### src/rtl/modular_double_seq_pkg.sv
// Shared constants, state type and input-reduction helper for the modular doubler.
// Included by every other file of the modular_double_seq slice.
package kd_params_pkg;

  localparam int DATA_W = 24;
  localparam int K_W    = 5;
  localparam int LANE_K = 12;
  localparam int LANE_D = 23;

  localparam logic [11:0] Q_K = 12'd3329;
  localparam logic [22:0] Q_D = 23'd8380417;

  typedef enum logic [1:0] {IDLE, RUN, DONE} state_t;

  // Brings each lane from [0, 2q) into [0, q) with a single conditional subtract.
  function automatic logic [23:0] reduceWord(input logic [23:0] x, input logic dil);
    logic [11:0] hi;
    logic [11:0] lo;
    logic [22:0] d;
    hi = x[23:12];
    lo = x[11:0];
    d  = x[22:0];
    if (dil) begin
      return {1'b0, (d >= Q_D) ? (d - Q_D) : d};
    end
    return {(hi >= Q_K) ? (hi - Q_K) : hi, (lo >= Q_K) ? (lo - Q_K) : lo};
  endfunction

endpackage

### src/rtl/modular_double_seq_if.sv
// Handshake bundle of the modular doubler: input word/count/mode and result side.
interface modular_double_seq_if;
  import kd_params_pkg::*;

  logic              in_valid;
  logic              in_ready;
  logic [DATA_W-1:0] x_in;
  logic [K_W-1:0]    k_in;
  logic              KD_mode;
  logic              out_valid;
  logic              out_ready;
  logic [DATA_W-1:0] y_out;
  logic              busy;

  modport master (
    output in_valid, x_in, k_in, KD_mode, out_ready,
    input  in_ready, out_valid, y_out, busy
  );

  modport slave (
    input  in_valid, x_in, k_in, KD_mode, out_ready,
    output in_ready, out_valid, y_out, busy
  );

endinterface

### src/rtl/modular_double_seq_lane.sv
// One lane of "double and conditionally subtract q"; purely combinational.
module modular_double_lane #(
  parameter int unsigned      W = 12,
  parameter logic [W-1:0]     Q = 12'd3329
) (
  input  logic [W-1:0] d_i,
  output logic [W-1:0] y_o
);

  logic [W:0] t;

  assign t = {d_i, 1'b0};
  // With d < q the result is below q, so the wrap of the W-bit subtract is harmless.
  assign y_o = (t >= {1'b0, Q}) ? (t[W-1:0] - Q) : t[W-1:0];

endmodule

### src/rtl/modular_double_seq.sv
// Sequential modular doubler: y = x * 2^k mod q, Kyber (2x12-bit) or Dilithium (1x23-bit).
// Define MODULAR_DOUBLE_DUAL_STEP_EN to perform two doublings per RUN cycle.
module modular_double_seq
  import kd_params_pkg::*;
(
  input logic                clk,
  input logic                rst,
  modular_double_seq_if.slave bus
);

  state_t            state_q, state_d;
  logic [DATA_W-1:0] data_q, data_d;
  logic [K_W-1:0]    cnt_q, cnt_d;
  logic              mode_q, mode_d;

  logic [DATA_W-1:0] stepOne;
  logic [11:0]       kyHOne, kyLOne;
  logic [22:0]       dilOne;

  modular_double_lane #(.W(LANE_K), .Q(Q_K)) uKyH1 (.d_i(data_q[23:12]), .y_o(kyHOne));
  modular_double_lane #(.W(LANE_K), .Q(Q_K)) uKyL1 (.d_i(data_q[11:0]),  .y_o(kyLOne));
  modular_double_lane #(.W(LANE_D), .Q(Q_D)) uDil1 (.d_i(data_q[22:0]),  .y_o(dilOne));

  assign stepOne = mode_q ? {1'b0, dilOne} : {kyHOne, kyLOne};

`ifdef MODULAR_DOUBLE_DUAL_STEP_EN
  logic [DATA_W-1:0] stepTwo;
  logic [11:0]       kyHTwo, kyLTwo;
  logic [22:0]       dilTwo;

  modular_double_lane #(.W(LANE_K), .Q(Q_K)) uKyH2 (.d_i(stepOne[23:12]), .y_o(kyHTwo));
  modular_double_lane #(.W(LANE_K), .Q(Q_K)) uKyL2 (.d_i(stepOne[11:0]),  .y_o(kyLTwo));
  modular_double_lane #(.W(LANE_D), .Q(Q_D)) uDil2 (.d_i(stepOne[22:0]),  .y_o(dilTwo));

  assign stepTwo = mode_q ? {1'b0, dilTwo} : {kyHTwo, kyLTwo};
`endif

  always_ff @(posedge clk) begin
    if (rst) begin
      state_q <= IDLE;
      data_q  <= '0;
      cnt_q   <= '0;
      mode_q  <= 1'b0;
    end else begin
      state_q <= state_d;
      data_q  <= data_d;
      cnt_q   <= cnt_d;
      mode_q  <= mode_d;
    end
  end

  always_comb begin
    state_d = state_q;
    data_d  = data_q;
    cnt_d   = cnt_q;
    mode_d  = mode_q;
    unique case (state_q)
      IDLE: begin
        if (bus.in_valid) begin
          data_d  = reduceWord(bus.x_in, bus.KD_mode);
          cnt_d   = bus.k_in;
          mode_d  = bus.KD_mode;
          state_d = (bus.k_in == '0) ? DONE : RUN;
        end
      end
      RUN: begin
`ifdef MODULAR_DOUBLE_DUAL_STEP_EN
        // An odd remaining count finishes with a lone single step.
        if (cnt_q == 5'd1) begin
          data_d = stepOne;
          cnt_d  = '0;
        end else begin
          data_d = stepTwo;
          cnt_d  = cnt_q - 5'd2;
        end
        if (cnt_q <= 5'd2) begin
          state_d = DONE;
        end
`else
        data_d = stepOne;
        cnt_d  = cnt_q - 5'd1;
        if (cnt_q == 5'd1) begin
          state_d = DONE;
        end
`endif
      end
      DONE: begin
        if (bus.out_ready) begin
          state_d = IDLE;
        end
      end
      default: state_d = IDLE;
    endcase
  end

  // The result is exposed only while DONE so y_out moves solely on state changes.
  assign bus.in_ready  = (state_q == IDLE);
  assign bus.out_valid = (state_q == DONE);
  assign bus.busy      = (state_q != IDLE);
  assign bus.y_out     = (state_q == DONE) ? data_q : '0;

endmodule

### src/flat_wrapper.sv
// flat-port wrapper written by rule: the top's interface ports become plain ports
module modular_double_seq_flat import kd_params_pkg::*;
  (clk, rst, bus_in_valid, bus_x_in, bus_k_in, bus_KD_mode, bus_out_ready, bus_in_ready, bus_out_valid, bus_y_out, bus_busy);
  modular_double_seq_if bus_i ();
  input logic clk;
  input logic rst;
  input wire logic [$bits(bus_i.in_valid)-1:0] bus_in_valid;
  input wire logic [$bits(bus_i.x_in)-1:0] bus_x_in;
  input wire logic [$bits(bus_i.k_in)-1:0] bus_k_in;
  input wire logic [$bits(bus_i.KD_mode)-1:0] bus_KD_mode;
  input wire logic [$bits(bus_i.out_ready)-1:0] bus_out_ready;
  output wire logic [$bits(bus_i.in_ready)-1:0] bus_in_ready;
  output wire logic [$bits(bus_i.out_valid)-1:0] bus_out_valid;
  output wire logic [$bits(bus_i.y_out)-1:0] bus_y_out;
  output wire logic [$bits(bus_i.busy)-1:0] bus_busy;
  assign bus_i.in_valid = bus_in_valid;
  assign bus_i.x_in = bus_x_in;
  assign bus_i.k_in = bus_k_in;
  assign bus_i.KD_mode = bus_KD_mode;
  assign bus_i.out_ready = bus_out_ready;
  assign bus_in_ready = bus_i.in_ready;
  assign bus_out_valid = bus_i.out_valid;
  assign bus_y_out = bus_i.y_out;
  assign bus_busy = bus_i.busy;
  modular_double_seq u_core (.clk(clk), .rst(rst), .bus(bus_i));
endmodule
### config.mk
export PLATFORM = sky130hd
export DESIGN_NAME = modular_double_seq_flat
export DESIGN_NICKNAME = d
export VERILOG_FILES = /design/src/rtl/modular_double_seq_pkg.sv /design/src/rtl/modular_double_seq_if.sv /design/src/rtl/modular_double_seq_lane.sv /design/src/rtl/modular_double_seq.sv /design/src/flat_wrapper.sv
export SDC_FILE = /design/constraint.sdc
export NUM_CORES = 1
export LEC_CHECK = 0
export ABC_AREA = 1
export CORE_MARGIN = 2
export CORE_UTILIZATION = 31
export DETAILED_ROUTE_END_ITERATION = 8
export GPL_ROUTABILITY_DRIVEN = 0
export PLACE_DENSITY = 0.53
export SETUP_SLACK_MARGIN = 0.15
export SYNTH_ARGS = -nofsm -noshare
export SYNTH_HDL_FRONTEND = slang
export SYNTH_HIERARCHICAL = 1
export SYNTH_SLANG_ARGS = --single-unit
export TNS_END_PERCENT = 50
### constraint.sdc
create_clock -name clk -period 3.6 [get_ports clk]
set_input_delay 0.72 -clock clk [delete_from_list [all_inputs] [get_ports clk]]
set_output_delay 0.72 -clock clk [all_outputs]
set_load 0.01 [all_outputs]
### After elaboration in Yosys (flattened, before gate mapping)

Cells that the tools add are included.

| cells by class | value |
|---|---|
| $mul | 0 |
| reduce and logical (&&, ||, !) cells | 7 |
| order comparisons | 6 |
| bitwise gates (word level) | 0 |
| mux-type cells | 22 |
| div/mod/pow operators | 0 |
| add/subtract/negate cells | 7 |
| eq/ne operators | 6 |
| shift operators | 0 |

Operator list:

| kind | count |
|---|---|
| $mux 24 | 5 |
| $mux 12 | 4 |
| $pmux 24 s2 | 1 |
| $sub 12x12->12 const B | 4 |
| $mux 23 | 2 |
| $sub 23x23->23 const B | 2 |
| $ge 13x12->1 const B | 2 |
| $ge 12x12->1 const B | 2 |
| $ge 24x23->1 const B | 1 |
| $ge 23x23->1 const B | 1 |
| $pmux 5 s2 | 1 |
| $mux 2 | 4 |
| $pmux 2 s3 | 1 |
| $eq 5x1->1 const B | 1 |
| $logic_not 5->1 | 1 |
| $mux 5 | 1 |
| $sub 5x1->5 const B | 1 |
| $ne 2x2->1 const B | 2 |
| $reduce_and 2->1 | 2 |
| $reduce_bool 2->1 | 2 |
| $mux 1 | 3 |
| $reduce_and 3->1 | 1 |
| $eq 2x1->1 const B | 1 |
| $eq 2x2->1 const B | 1 |
| 2 further kinds | 2 |

| storage, ports and cells | value |
|---|---|
| bits in read-only memories | 0 |
| input port bits | 34 |
| register bits after elaboration | 32 |
| RAM bits | 0 |
| memories | 0 |
| latch bits | 0 |

### Depth between registers and ports, before layout

| depth | value |
|---|---|
| depth in word-level cells | 6 |
| mapped depth | 14 |
| gate-level depth less buffers | 14 |

### Modules after synthesis

Netlist, hierarchy kept.

By module, submodules not included:

| module | cells each | area each (µm²) | times used |
|---|---|---|---|
| modular_double_seq | 608 | 3374.5 | 1 |
| modular_double_lane at u_core.uDil1 | 212 | 959.7 | 1 |
| modular_double_lane at u_core.uKyH1 ... | 71 | 396.6 | 2 |

### Worst setup path after synthesis

Ideal clock, no wire load.

| timing | value |
|---|---|
| path kind | input -> register |
| start | in bus_x_in[0] |
| end | reg u_core.data_q[8] |
| data arrival time | 1.846 ns |
| stages | 14 |
| required time | 3.534 ns |
| setup slack | 1.688 ns |
| path through | inv_1 > ha_1 > nand2_2 > nor2_4 > nand2_2 > nand2_2 > inv_2 > nand2_1 > nand2_1 > nand2_1 > nand2_1 > inv_1 > nand2_1 > a21oi_2 |

| on the way | value |
|---|---|
| longest elaborated chain between the ends | 6 |
| elaborated cells on any way between the ends | 10 |

Ends and longest elaborated chain:

| what | line | source |
|---|---|---|
| from (decl) | flat_wrapper.sv:8 | `input wire logic [$bits(bus_i.x_in)-1:0] bus_x_in;` |
| $sub 23x23->23 or $ge 23x23->1 (tied branches) | modular_double_seq_pkg.sv:24 | `return {1'b0, (d >= Q_D) ? (d - Q_D) : d};` |
| $mux 23 | modular_double_seq_pkg.sv:24 |  |
| $mux 24 | modular_double_seq_pkg.sv:23 | `if (dil) begin` |
| $mux 24 (*) | modular_double_seq_pkg.sv:26 | `return {(hi >= Q_K) ? (hi - Q_K) : hi, (lo >= Q_K) ? (lo - Q_K) : lo};` |
| $mux 24 (*) | modular_double_seq.sv:59 | `if (bus.in_valid) begin` |
| $pmux 24 s2 (*) | modular_double_seq.sv:57 | `unique case (state_q)` |
| to (signal assigned) | modular_double_seq.sv:46 | `data_q <= data_d;` |
| to (decl) | modular_double_seq.sv:12 | `logic [DATA_W-1:0] data_q, data_d;` |

Every way passes the cells marked *; elsewhere a longest branch is shown, timed or not. The select of a mux whose other input is x is not followed.
A chain may end at the register's enable or synchronous reset.

### Worst setup path in the final report

| timing | value |
|---|---|
| start | reg u_core.data_q[8] |
| end | reg u_core.data_q[5] |

| on the way | value |
|---|---|
| longest elaborated chain between the ends | 4 |
| elaborated cells on any way between the ends | 6 |

Ends and longest elaborated chain:

| what | line | source |
|---|---|---|
| $ge 24x23->1 | modular_double_seq_lane.sv:14 | `assign y_o = (t >= {1'b0, Q}) ? (t[W-1:0] - Q) : t[W-1:0];` |
| $mux 23 | modular_double_seq_lane.sv:14 |  |
| net u_core.dilOne[5] | modular_double_seq.sv:18 | `logic [22:0] dilOne;` |
| $mux 24 | modular_double_seq.sv:24 | `assign stepOne = mode_q ? {1'b0, dilOne} : {kyHOne, kyLOne};` |
| $pmux 24 s2 | modular_double_seq.sv:57 |  |

The timed path passes the listed nets, and every way through them passes these cells.

==> metrics.txt <==
Layout area overhead=17.3%; RSZ-0062 raised after global routing=no; share of layout cells above drive strength 1=10.0%; Synth Instances=a little under 1000; Die W=133 um; Synth Area per Inst=5.33 um2; post_cts resized=0; Synth warnings=6; later-pin clock latency in the skew report=0.28 ns; FF-to-FF End=u_core/data_q[5]; Fmax achieved=365 MHz; cts bufs inserted=5; R2R depth=10; Die Ht=133 um; setup violators final=0; Flop pwr share=19.6%; Final TNS setup=0 ns; routed len/inst=about 13 um; leakage=2.76 nW; detailed placement HPWL=11.8 mm; Sink Count=32; I/O Buffers=60; Antenna Cells=0; status=finished clean; Slew Viols, Final=0; Starting Density=a little under a third; worst clock skew=0.00385 ns; CP max-delay cell=nand3_2; CTS Root Cell=clkbuf_16; Post-synth EDFFs=0; Clock power frac=10.2%; CTS Hold Buffers Added=0; switching share of power=56.6%; row count=47; DR vias=5844; Worst-Margin Slew=a little over 0.8 ns; startpoint types=flip-flop; initial antenna violation count=0; Switching Power=0.00234 W; Antenna Violating Nets Remaining=0; dominant synthesized flop cell=dfxtp_1; top cell type by total area after synthesis=nand2_1; vias per inst=4.75; final net count=about 1100; Final Hold Vio Count=0; syn nets=1007; first-pass GRT wire length=26.5 mm; hold_sp=u_core/cnt_q[4]; Cell Count, Final, Fillers Out=1230; # DRC=0; die area=0.0176 mm2; maximum root-to-sink buffer count=2; Post-CTS Setup Inserts=0; Worst IR Drop VDD=0.000243 V; drt pass-1 iters=5; Hold WS=approximately 0.48 ns; cell internal pwr=0.00180 W; Comb pwr share=70.2%; Placed Instances=1222; IO Pins=61; number of global-route vias before repair=5288; total track usage=between 10% and 20%; kind of critical path=flip-flop to flip-flop; post-synthesis sequential area ratio=about 12%; Worst Setup End Kind=flip-flop; Cell Area, Synth=slightly above 0.005 mm2; # H-tree levels=2; total congestion overflow=0; R2R Path Start=u_core/data_q[8]; Worst-path clk slew=0.05 ns; Pwr per Cell Area=slightly below 700 mW/mm2; Synth top area share=23.0%; crit share post-route=76.0%; core area=around 0.016 mm2; final wirelength=15.5 mm; CP max stage delay=just over 0.6 ns; delay-heaviest family, CP=simple AND/OR/NAND/NOR gates; CTS tree=yes; critical path startpoint=u_core/data_q[8]; worst hold stages=2; max_slew headroom=44.8%; Min-Delay Endpoint=u_core/cnt_q[4]; required time worst endpoint=3.81 ns; Reg2Reg Setup Slack=0.86 ns; final total power=0.00414 W; Iteration-0 DRC Markers=430; CP cell instances=nor2_1 -> nand2_1 -> nor2_2 -> nand3_2 -> nand3_2 -> o21ai_0 -> nand2_1 -> a21oi_1 -> nor2_1 -> a21oi_1; Buf/Inv on CP=0; largest net degree at the start of global routing=48; hold crit path type=flip-flop to flip-flop; max cap viols=0; worst-path maximum fanout=39; post-layout min period=about 2.7 ns; data arrival time of the critical path=2.95 ns; layout filler cell count=1912; ys async rst share=0%; flop and latch count out of synthesis=32; Synth cell types=40; Synth area leaders=nand2_1 23%, dfxtp_1 12%, inv_1 9.2%, nor2_1 8.6%, nand3_1 7.9%
## cell families (layout without fill, tap and decap cells)
| kind of cell | after synthesis | after routing | synth area share (%) |
|---|---|---|---|
| AO/OA/AOI/OAI | 135 | 135 | 14.9 |
| XOR/XNOR | 22 | 22 | 3.76 |
| adder cells (fa/ha/maj) | 11 | 11 | 2.68 |
| buffers and inverters | 169 | 217 | 14.3 |
| flip-flops | 32 | 32 | 12.5 |
| AND/OR/NAND/NOR | 593 | 593 | 51.9 |
## sequential cells by signal, summed over array words and instances, names as in the netlist
| signal | cells |
|---|---|
| u_core/mode_q | 1 |
| u_core/state_q | 2 |
| u_core/cnt_q | 5 |
| u_core/data_q | 24 |
## power groups by stage
stage | registers [W] | clock network, W | logic [W]
after floorplan | 0.000758 | 0 | 0.00227
after global placement | 0.000823 | 0 | 0.00290
after detailed placement | 0.000819 | 0 | 0.00289
after CTS | 0.000813 | 0.000437 | 0.00291
after global routing | 0.000851 | 0.000452 | 0.00333
final | 0.000812 | 0.000421 | 0.00290
## layer usage
metal	wire, um	track usage, %	up-vias
met5	0	0	-
met4	117	3.70	0
met3	472	0.958	8
met2	6710	27.5	97
met1	8230	27.4	2604
li1	-	-	3135
## cell usage after synthesis, drive strengths merged (3+ instances only)
master / number
ha: 11
nand2: 332
a31oi: 4
dfxtp: 32
nand3: 100
xor2: 19
o211ai: 3
a21oi: 57
nor3: 8
nor2: 134
o21ai: 66
buf: 18
xnor2: 3
clkbuf: 12
nand4: 14
inv: 138
## worst reg2reg max path: stages, from the launching register on
cell	delay, ns
dfxtp_1	0.58
nor2_1	0.14
nand2_1	0.13
nor2_2	0.06
nand3_2	0.15
nand3_2	0.61
o21ai_0	0.50
nand2_1	0.09
a21oi_1	0.21
nor2_1	0.06
a21oi_1	0.15
## worst max-delay path by stage
stage,to,slack (ns),cells after the start
floorplan,u_core/data_q[8],1.69,14
global placement,u_core/data_q[2],0.76,13
CTS,bus_y_out[17],0.78,5
finish,u_core/data_q[5],0.86,10
global route,u_core/data_q[9],0.53,11
detailed placement,u_core/data_q[2],0.76,13
## through the flow
step                util [%]  instance area (um2)  setup WS (ns)
finish                  36.8                 6010          0.863
global route            36.8                 6010          0.526
CTS                     36.8                 6010          0.778
detailed placement      35.9                 5860          0.760
global placement        35.9                 5860          0.758
floorplan                  -                 5130           1.69
## layout make-up
| type | count | area (um2) | area share, % |
|---|---|---|---|
| clock buffers | 6 | 139 | 2.31 |
| clock inverters | 2 | 10.0 | 0.166 |
| inverters | 139 | 522 | 8.68 |
| multi-input cells | 761 | 3750 | 62.4 |
| flip-flops and latches | 32 | 641 | 10.7 |
| well taps | 220 | 275 | 4.58 |
| repair buffers | 70 | 676 | 11.2 |
## layout by cell type (no fill, tap or decap), drive strengths merged, types with 3 or more instances in the layout
cell type	instances
xor2	19
clkinv	3
a21oi	57
o211ai	3
nand3	100
nor2	134
clkbuf	6
inv	138
nor3	8
nand2	332
a31oi	4
o21ai	66
nand4	14
xnor2	3
dfxtp	32
clkdlybuf4s50	60
ha	11
buf	10
No activity file was read; power rests on OpenSTA's default activity.
